File: config.mk
export PLATFORM = sky130hd
export DESIGN_NAME = jk_register_counter
export DESIGN_NICKNAME = d
export VERILOG_FILES = /design/src/rtl/jk_pkg.sv /design/src/rtl/jk_cell.sv /design/src/rtl/jk_register_counter.sv
export SDC_FILE = /design/constraint.sdc
export NUM_CORES = 1
export LEC_CHECK = 0
export ABC_AREA = 0
export BUFFER_PORTS_ARGS = -buffer_cell sky130_fd_sc_hd__buf_2
export CAP_MARGIN = 20
export CORE_ASPECT_RATIO = 1.75
export CORE_MARGIN = 3
export CORE_UTILIZATION = 37
export CTS_CLUSTER_DIAMETER = 30
export DETAILED_ROUTE_END_ITERATION = 12
export PLACE_DENSITY = 0.67
export SLEW_MARGIN = 20
export SYNTH_ARGS = -nofsm -noshare
export SYNTH_HDL_FRONTEND = slang
export SYNTH_SLANG_ARGS = --single-unit
File: constraint.sdc
create_clock -name Clk -period 1.8 [get_ports Clk]
set_input_delay 0.18 -clock Clk [delete_from_list [all_inputs] [get_ports Clk]]
set_output_delay 0.18 -clock Clk [all_outputs]
set_load 0.05 [all_outputs]
File: src/rtl/jk_pkg.sv
// Shared mode encoding for the JK register/counter.
package jk_pkg;

   typedef enum logic [1:0] {
      MODE_JK   = 2'b00,
      MODE_UP   = 2'b01,
      MODE_DOWN = 2'b10,
      MODE_LOAD = 2'b11
   } jk_mode_t;

endpackage

File: src/rtl/jk_cell.sv
// One falling-edge JK storage bit with synchronous reset, clock enable and parallel load.
module jk_cell (
   input  logic Clk,
   input  logic Reset,
   input  logic Reset_value,
   input  logic En,
   input  logic J,
   input  logic K,
   input  logic Load,
   input  logic D,
   output logic Q
);

   always_ff @(negedge Clk) begin
      if (Reset) begin
         Q <= Reset_value;
      end else if (En) begin
         if (Load) begin
            Q <= D;
         end else begin
            case ({J, K})
               2'b10:   Q <= 1'b1;
               2'b01:   Q <= 1'b0;
               2'b11:   Q <= ~Q;
               default: Q <= Q;
            endcase
         end
      end
   end

endmodule

File: src/rtl/jk_register_counter.sv
// WIDTH-bit register of JK cells: bitwise JK, up/down count with optional saturation, parallel load.
module jk_register_counter
   import jk_pkg::*;
#(
   parameter int unsigned       WIDTH       = 8,
   parameter logic [WIDTH-1:0]  RESET_VALUE = '0,
   parameter bit                SATURATE    = 1'b0
) (
   input  logic             Clk,
   input  logic             Reset,
   input  logic             En,
   input  logic [1:0]       Mode,
   input  logic [WIDTH-1:0] J,
   input  logic [WIDTH-1:0] K,
   input  logic [WIDTH-1:0] D,
   output logic [WIDTH-1:0] Q,
   output logic [WIDTH-1:0] Q_bar,
   output logic             TC,
   output logic             Wrap
);

   jk_mode_t         mode;
   logic [WIDTH-1:0] toggle;
   logic             chain;
   logic             all_ones;
   logic             all_zero;
   logic             sat_hold;
   logic [WIDTH-1:0] cell_j;
   logic [WIDTH-1:0] cell_k;
   logic [WIDTH-1:0] cell_load;
   logic [WIDTH-1:0] next_count;

   assign mode     = jk_mode_t'(Mode);
   assign all_ones = &Q;
   assign all_zero = ~|Q;
   assign Q_bar    = ~Q;

   // Ripple toggle chain: bit i toggles when every lower bit is 1 (up) or 0 (down).
   always_comb begin
      toggle = '0;
      chain  = 1'b1;
      for (int unsigned i = 0; i < WIDTH; i++) begin
         toggle[i] = chain;
         chain     = chain & ((mode == MODE_DOWN) ? ~Q[i] : Q[i]);
      end
   end

   assign sat_hold   = SATURATE && (((mode == MODE_UP) && all_ones) ||
                                    ((mode == MODE_DOWN) && all_zero));
   assign next_count = Q ^ (sat_hold ? '0 : toggle);

   always_comb begin
      cell_j    = '0;
      cell_k    = '0;
      cell_load = '0;
      case (mode)
         MODE_JK: begin
            cell_j = J;
            cell_k = K;
         end
         MODE_UP, MODE_DOWN: begin
            cell_j = sat_hold ? '0 : toggle;
            cell_k = sat_hold ? '0 : toggle;
         end
         MODE_LOAD: cell_load = '1;
         default: ;
      endcase
   end

   for (genvar g = 0; g < WIDTH; g++) begin : g_cell
      jk_cell u_cell (
         .Clk         (Clk),
         .Reset       (Reset),
         .Reset_value (RESET_VALUE[g]),
         .En          (En),
         .J           (cell_j[g]),
         .K           (cell_k[g]),
         .Load        (cell_load[g]),
         .D           (D[g]),
         .Q           (Q[g])
      );
   end

   always_ff @(negedge Clk) begin
      if (Reset) begin
         TC   <= 1'b0;
         Wrap <= 1'b0;
      end else if (!En) begin
         Wrap <= 1'b0;
      end else begin
         case (mode)
            MODE_UP: begin
               TC   <= &next_count;
               Wrap <= !SATURATE && all_ones;
            end
            MODE_DOWN: begin
               TC   <= ~|next_count;
               Wrap <= !SATURATE && all_zero;
            end
            default: begin
               TC   <= 1'b0;
               Wrap <= 1'b0;
            end
         endcase
      end
   end

endmodule

==> results of run 1 <==
## cell families (layout without fill, tap and decap cells)
| family | after synthesis | in the layout |
|---|---|---|
| AO/OA/AOI/OAI | 56 | 56 |
| XOR/XNOR | 4 | 4 |
| adder cells (fa/ha/maj) | 5 | 5 |
| buffers and inverters | 34 | 135 |
| flip-flops | 10 | 10 |
| AND/OR/NAND/NOR | 60 | 60 |
## worst max-delay path, stage by stage
cell and delay (ns):
buf_12 0.11, inv_12 0.04, ha_4 0.16, nor3b_2 0.32, nand3_1 0.22, a21boi_4 0.23
nor3b_2 0.07, o221a_1 0.21
## state kept, by name (all words and copies together), names as in the netlist
signal and count:
TC 1, Wrap 1, g_cell.u_cell.Q 8
## layer usage
metal | track usage | part of all wire
met5 | 0 | 0
met4 | 0.207 | 0.053
met3 | 0.0251 | 0.053
met2 | 0.427 | 0.54
met1 | 0.232 | 0.35
## cell usage after synthesis, types with 2 or more instances
master,instances,share of area
a32o_1,2,0.016
a21oi_1,7,0.028
buf_4,10,0.060
nor3_1,5,0.020
o21ai_0,7,0.028
nor4_1,4,0.020
clkbuf_1,4,0.012
o21ai_1,6,0.024
nor3b_1,2,0.012
a21boi_1,2,0.012
a211oi_2,2,0.020
a211oi_1,3,0.018
nand2_1,12,0.036
o21a_1,2,0.012
inv_2,2,0.0060
nand2b_1,2,0.010
nor2_1,11,0.033
xor2_1,2,0.014
buf_2,4,0.016
a31oi_1,3,0.015
nor2b_1,2,0.010
o211ai_1,3,0.018
inv_1,14,0.042
o2111ai_1,2,0.014
nand3_1,6,0.024
and3b_1,2,0.014
xnor2_1,2,0.014
a22oi_1,2,0.012
nand4_1,3,0.015
ha_1,5,0.050
dfxtp_1,10,0.16
## what timing repair did
item	4_1_cts	5_1_grt
setup buffers	9	7
resized for setup	91	25
pin swaps	15	14
endpoints found under the setup margin	28	28
## power breakdown
group          internal (uW)  switching [uW]  total, uW
Combinational            324             372        696
Clock                    182             181        364
Sequential               237            24.1        261
Total                    744             577       1320
## layout make-up
cell class	count	area share
clock buffers	3	0.0169
repair buffers	106	0.368
multi-input cells	125	0.443
flip-flops and latches	10	0.0940
inverters	15	0.0385
well taps	43	0.0221
clock inverters	11	0.0175
## through the flow
step | hold WS [ns] | utilization | worst slack [ns] | instances | total power (uW)
after floorplan | 0.534 | - | -0.527 | 169 | 643
final | 0.534 | 0.759 | -0.444 | 313 | 1320
after detailed placement | 0.520 | 0.565 | -0.816 | 284 | 810
after CTS | 0.537 | 0.705 | -0.426 | 306 | 1240
after global routing | 0.544 | 0.759 | -0.501 | 313 | 1380
after global placement | 0.510 | 0.565 | -0.782 | 284 | 805
## how the worst max path moves through the flow
stage                          to  depth (start not counted)  startpoint
6_report       g_cell[7].u_cell.Q                          8     Mode[0]
5_1_grt        g_cell[7].u_cell.Q                          8     Mode[0]
4_1_cts        g_cell[6].u_cell.Q                          8     Mode[0]
3_5_place_dp   g_cell[6].u_cell.Q                          8     Mode[0]
3_3_place_gp   g_cell[6].u_cell.Q                          8     Mode[0]
2_1_floorplan  g_cell[6].u_cell.Q                          7     Mode[0]
## layout by cell type, fill, tap and decap left out, types with 6 or more instances in the layout
| master | instances |
|---|---|
| buf_2 | 27 |
| dfxtp_4 | 7 |
| buf_4 | 52 |
| o21ai_0 | 6 |
| nand2_1 | 11 |
| buf_8 | 13 |
| nor2_1 | 10 |
| inv_1 | 16 |
| o21ai_1 | 6 |
| buf_6 | 12 |
==> results.cfg, run 1 <==
[synthesis]
synth-compound-area-share = 0.339
synth_top_family_by_area = compound AO/OA/AOI/OAI gates
synth-xor-area-share = 0.0280
ys_seq_elements = 10
synth-async-reset-ratio = 0
synthFlopType = dfxtp_1
synth_cells = 169
synth-adder-area-share = 0.0501
synth_nets = 203
syn_area_per_cell_um2 = 7.40
ys_seq_area_frac = 0.160
ys_warn_count = 0
synth_enable_flop_cells = 0
yosysUniqueCellTypes = 57
yosys.area_share.simple = 0.286
synth_area_mm2 = 0.00125
synthMuxAreaShare = 0

[floorplan]
die_area_mm2 = 0.00414
die_w_um = 49.9
ios = 47
die_h_um = 82.9
core_mm2 = 0.00321
start_util = 0.389
row_count = 27

[finish]
drive_gt1_frac = 0.626
finalInstanceArea_mm2 = 0.00244
area_delta_synth_final_pct = 94.9
multi_input_area_mm2 = 0.00108
final-seq-area_um2 = 229
nets = 305
insertedDiodeCount = 0
fill_cells = 220

[setup_path]
crit_path_start_kind = primary input
rr_startpoint = g_cell[1].u_cell.Q
worstPathRequired_ns = 1.10
reg2reg_depth = 7
cp-end-kind = register
r2r-end = TC
critPathKind = in2reg
worstPathArrival_ns = 1.55
critPathMaxFanout = 7
ff2ff_setup_slack_ns = 0.09

[route]
drc = 0
via_per_inst = 5.78
drtIter0Drc = 68
routed_wl_mm = 5.64
drt-pass1-iter-count = 4
wl_per_cell_um = 18.0
ant_nets = 0
vias = 1810

[worst_hold_path]
hold_path_depth = 2
hold_class = reg2reg
holdPathEnd = TC
hp-start = TC

[sta]
timing.final.ws_setup_ns = -0.444
hold_violations = 0
rsz0062_at_grt = true
slew_violations = 0
totalNegativeSetupSlack_ns = -6.08
max_slew_margin = 0.700
setup_viol = 28
skew_ns = 0.0144
worst_pin_slew_ns = 0.447

[place]
hpwl_mm = 3.43
portBuffers = 46
post_dp_cell_area_mm2 = 0.00181
gp_congestion = 0.938

[power]
peakVddDrop_v = 0.000291
p_leak_uw = 0.00109
cellPowerDensity_mw_per_mm2 = 542

[clock_network]
holdBufCountCts = 0
cts.sink_count = 10
root_buffer = clkbuf_8
cts_made_buffers = 3
cts.clk_slew.worst_paths_ns = 0.04
insertion_delay_ns = 0.33
clk_path_buf_depth = 2
htreeDepth = 1
cts_tree = built

[global_route]
grt_max_degree = 13
grt_pass1_wl_mm = 7.85
grt_overflow = 0
grt_pass1_vias = 1828
grt.total_usage = 0.239
antenna_found_initial = 0

[flow_run]
drv_cap = 0

[run_status]
status = finished, violations left
failed_checks = negative setup slack
No activity file was read; power rests on OpenSTA's default activity.
==> run 2, diff against run 1 <==
--- a/config.mk
+++ b/config.mk
@@ -14,6 +14,7 @@
 export CTS_CLUSTER_DIAMETER = 30
 export DETAILED_ROUTE_END_ITERATION = 12
 export PLACE_DENSITY = 0.67
+export REMOVE_ABC_BUFFERS = 1
 export SLEW_MARGIN = 20
 export SYNTH_ARGS = -nofsm -noshare
 export SYNTH_HDL_FRONTEND = slang
==> constraint.sdc (replaced) <==
create_clock -name Clk -period 1.8 [get_ports Clk]
set_input_delay 0.09 -clock Clk [delete_from_list [all_inputs] [get_ports Clk]]
set_output_delay 0.09 -clock Clk [all_outputs]
set_load 0.05 [all_outputs]
==> results.cfg, run 2 (same netlist as run 1, synthesis figures left out) <==
[floorplan]
die_h_um = 82.9
start_util = 0.389
die_w_um = 49.9
die_area_mm2 = 0.00414
core_mm2 = 0.00321
ios = 47
row_count = 27

[worst_hold_path]
hold_path_depth = 2
hold_class = reg2reg

[finish]
largest_registers = g_cell.u_cell.Q: 8 flops, TC: 1 flops, Wrap: 1 flops
fill_cells = 181
nets = 316
largest_reg_flops = 8
layout.cells.non_filler = 324
finalInstanceArea_mm2 = 0.00257
multi_input_area_mm2 = 0.00112
final_common_cell = buf_4
final-seq-area_um2 = 229
area_delta_synth_final_pct = 106
drive_gt1_frac = 0.655
max_flop_register = g_cell.u_cell.Q
final_cell_mix = buf_4 (63), buf_2 (26), buf_8 (20), inv_1 (14)
insertedDiodeCount = 0

[setup_path]
reg2reg_depth = 8
worstPathRequired_ns = 1.11
critPathKind = in2reg
worstPathArrival_ns = 1.51
crit_path_start_kind = primary input
cp-end-kind = register
critPathMaxFanout = 5

[clock_network]
insertion_delay_ns = 0.33
cts_made_buffers = 3
htreeDepth = 1
cts_tree = built
cts.sink_count = 10
holdBufCountCts = 0
cts.clk_slew.worst_paths_ns = 0.04
root_buffer = clkbuf_8
clk_path_buf_depth = 2

[global_route]
grt_pass1_vias = 1874
grt.total_usage = 0.273
grt_overflow = 0
antenna_found_initial = 0
grt_max_degree = 13
grt_pass1_wl_mm = 8.64

[place]
post_dp_cell_area_mm2 = 0.00181
gp_congestion = 0.945
portBuffers = 46
hpwl_mm = 3.50
dp_cells = 291

[sta]
hold_violations = 0
skew_ns = 0.0192
rsz0062_at_grt = true
whs_ns = 0.545
worst_pin_slew_ns = 0.362
timing.final.ws_setup_ns = -0.402
slew_violations = 0
setup_viol = 27
max_slew_margin = 0.757

[route]
drt-pass1-iter-count = 4
drtIter0Drc = 81
vias = 1893
via_per_inst = 5.84
drc = 0
ant_nets = 0
wl_per_cell_um = 18.4
routed_wl_mm = 5.95

[power]
p_leak_uw = 0.00116
peakVddDrop_v = 0.000440
cellPowerDensity_mw_per_mm2 = 539

[run_status]
failed_checks = negative setup slack
status = finished, violations left

[flow_run]
drv_cap = 0
run 2: cell count changes in the layout (fill, tap and decap cells not counted), moves of 4 or more:
cell        previous run  this run
buf_4                 52        63
buf_8                 13        20
clkinvlp_4             4         0
inv_4                  4         8
buf_6                 12         7
run 2: layout make-up:
cell class,instances,area share
Clock buffer,3,0.0161
Clock inverter,11,0.0165
Inverter,15,0.0316
Multi-Input combinational cell,125,0.436
Sequential cell,10,0.0891
Tap cell,43,0.0209
Timing Repair Buffer,117,0.390
run 2: path summary, 6_finish.rpt:
kind | startpoint | to | slack, ns
hold / removal | TC | TC | 0.54
setup / recovery | Mode[0] | g_cell[7].u_cell.Q | -0.40
hold reg to reg | TC | TC | 0.54
setup reg to reg | g_cell[7].u_cell.Q | TC | 0.01
run 2: stage by stage:
| stage | setup slack, ns | setup TNS [ns] | power (uW) | util |
|---|---|---|---|---|
| 2_1_floorplan | -0.776 | -7.44 | 582 | - |
| 5_1_grt | -0.432 | -4.60 | 1450 | 0.801 |
| 3_5_place_dp | -0.834 | -7.23 | 807 | 0.563 |
| 3_3_place_gp | -0.789 | -6.87 | 800 | 0.563 |
| 6_report | -0.402 | -3.76 | 1390 | 0.801 |
| 4_1_cts | -0.288 | -2.54 | 1280 | 0.745 |
run 2: worst max-delay path, stage by stage:
cell and delay (ns):
buf_8 0.08, inv_6 0.03, ha_4 0.17, buf_6 0.13
and4b_1 0.27, o21a_2 0.22, a21boi_4 0.24, nor3b_2 0.07
o221a_1 0.19
run 2: repair_timing:
| item | CTS | global route |
|---|---|---|
| setup endpoints to repair | 28 | 27 |
| pin swaps | 19 | 13 |
| resized for setup | 116 | 27 |
| setup buffers | 12 | 9 |
run 2: where the power goes:
part,switching [uW],internal (uW)
Clock,192,183
Combinational,389,359
Sequential,25.7,237
Total,607,779
run 2: per-layer routing:
metal,track usage,vias to the layer above,wire [um],share of wire
met5,0,-,0,0
met4,0.202,0,335,0.056
met3,0.0377,28,350,0.059
li1,-,843,-,-
met1,0.259,916,2030,0.34
met2,0.503,106,3230,0.54
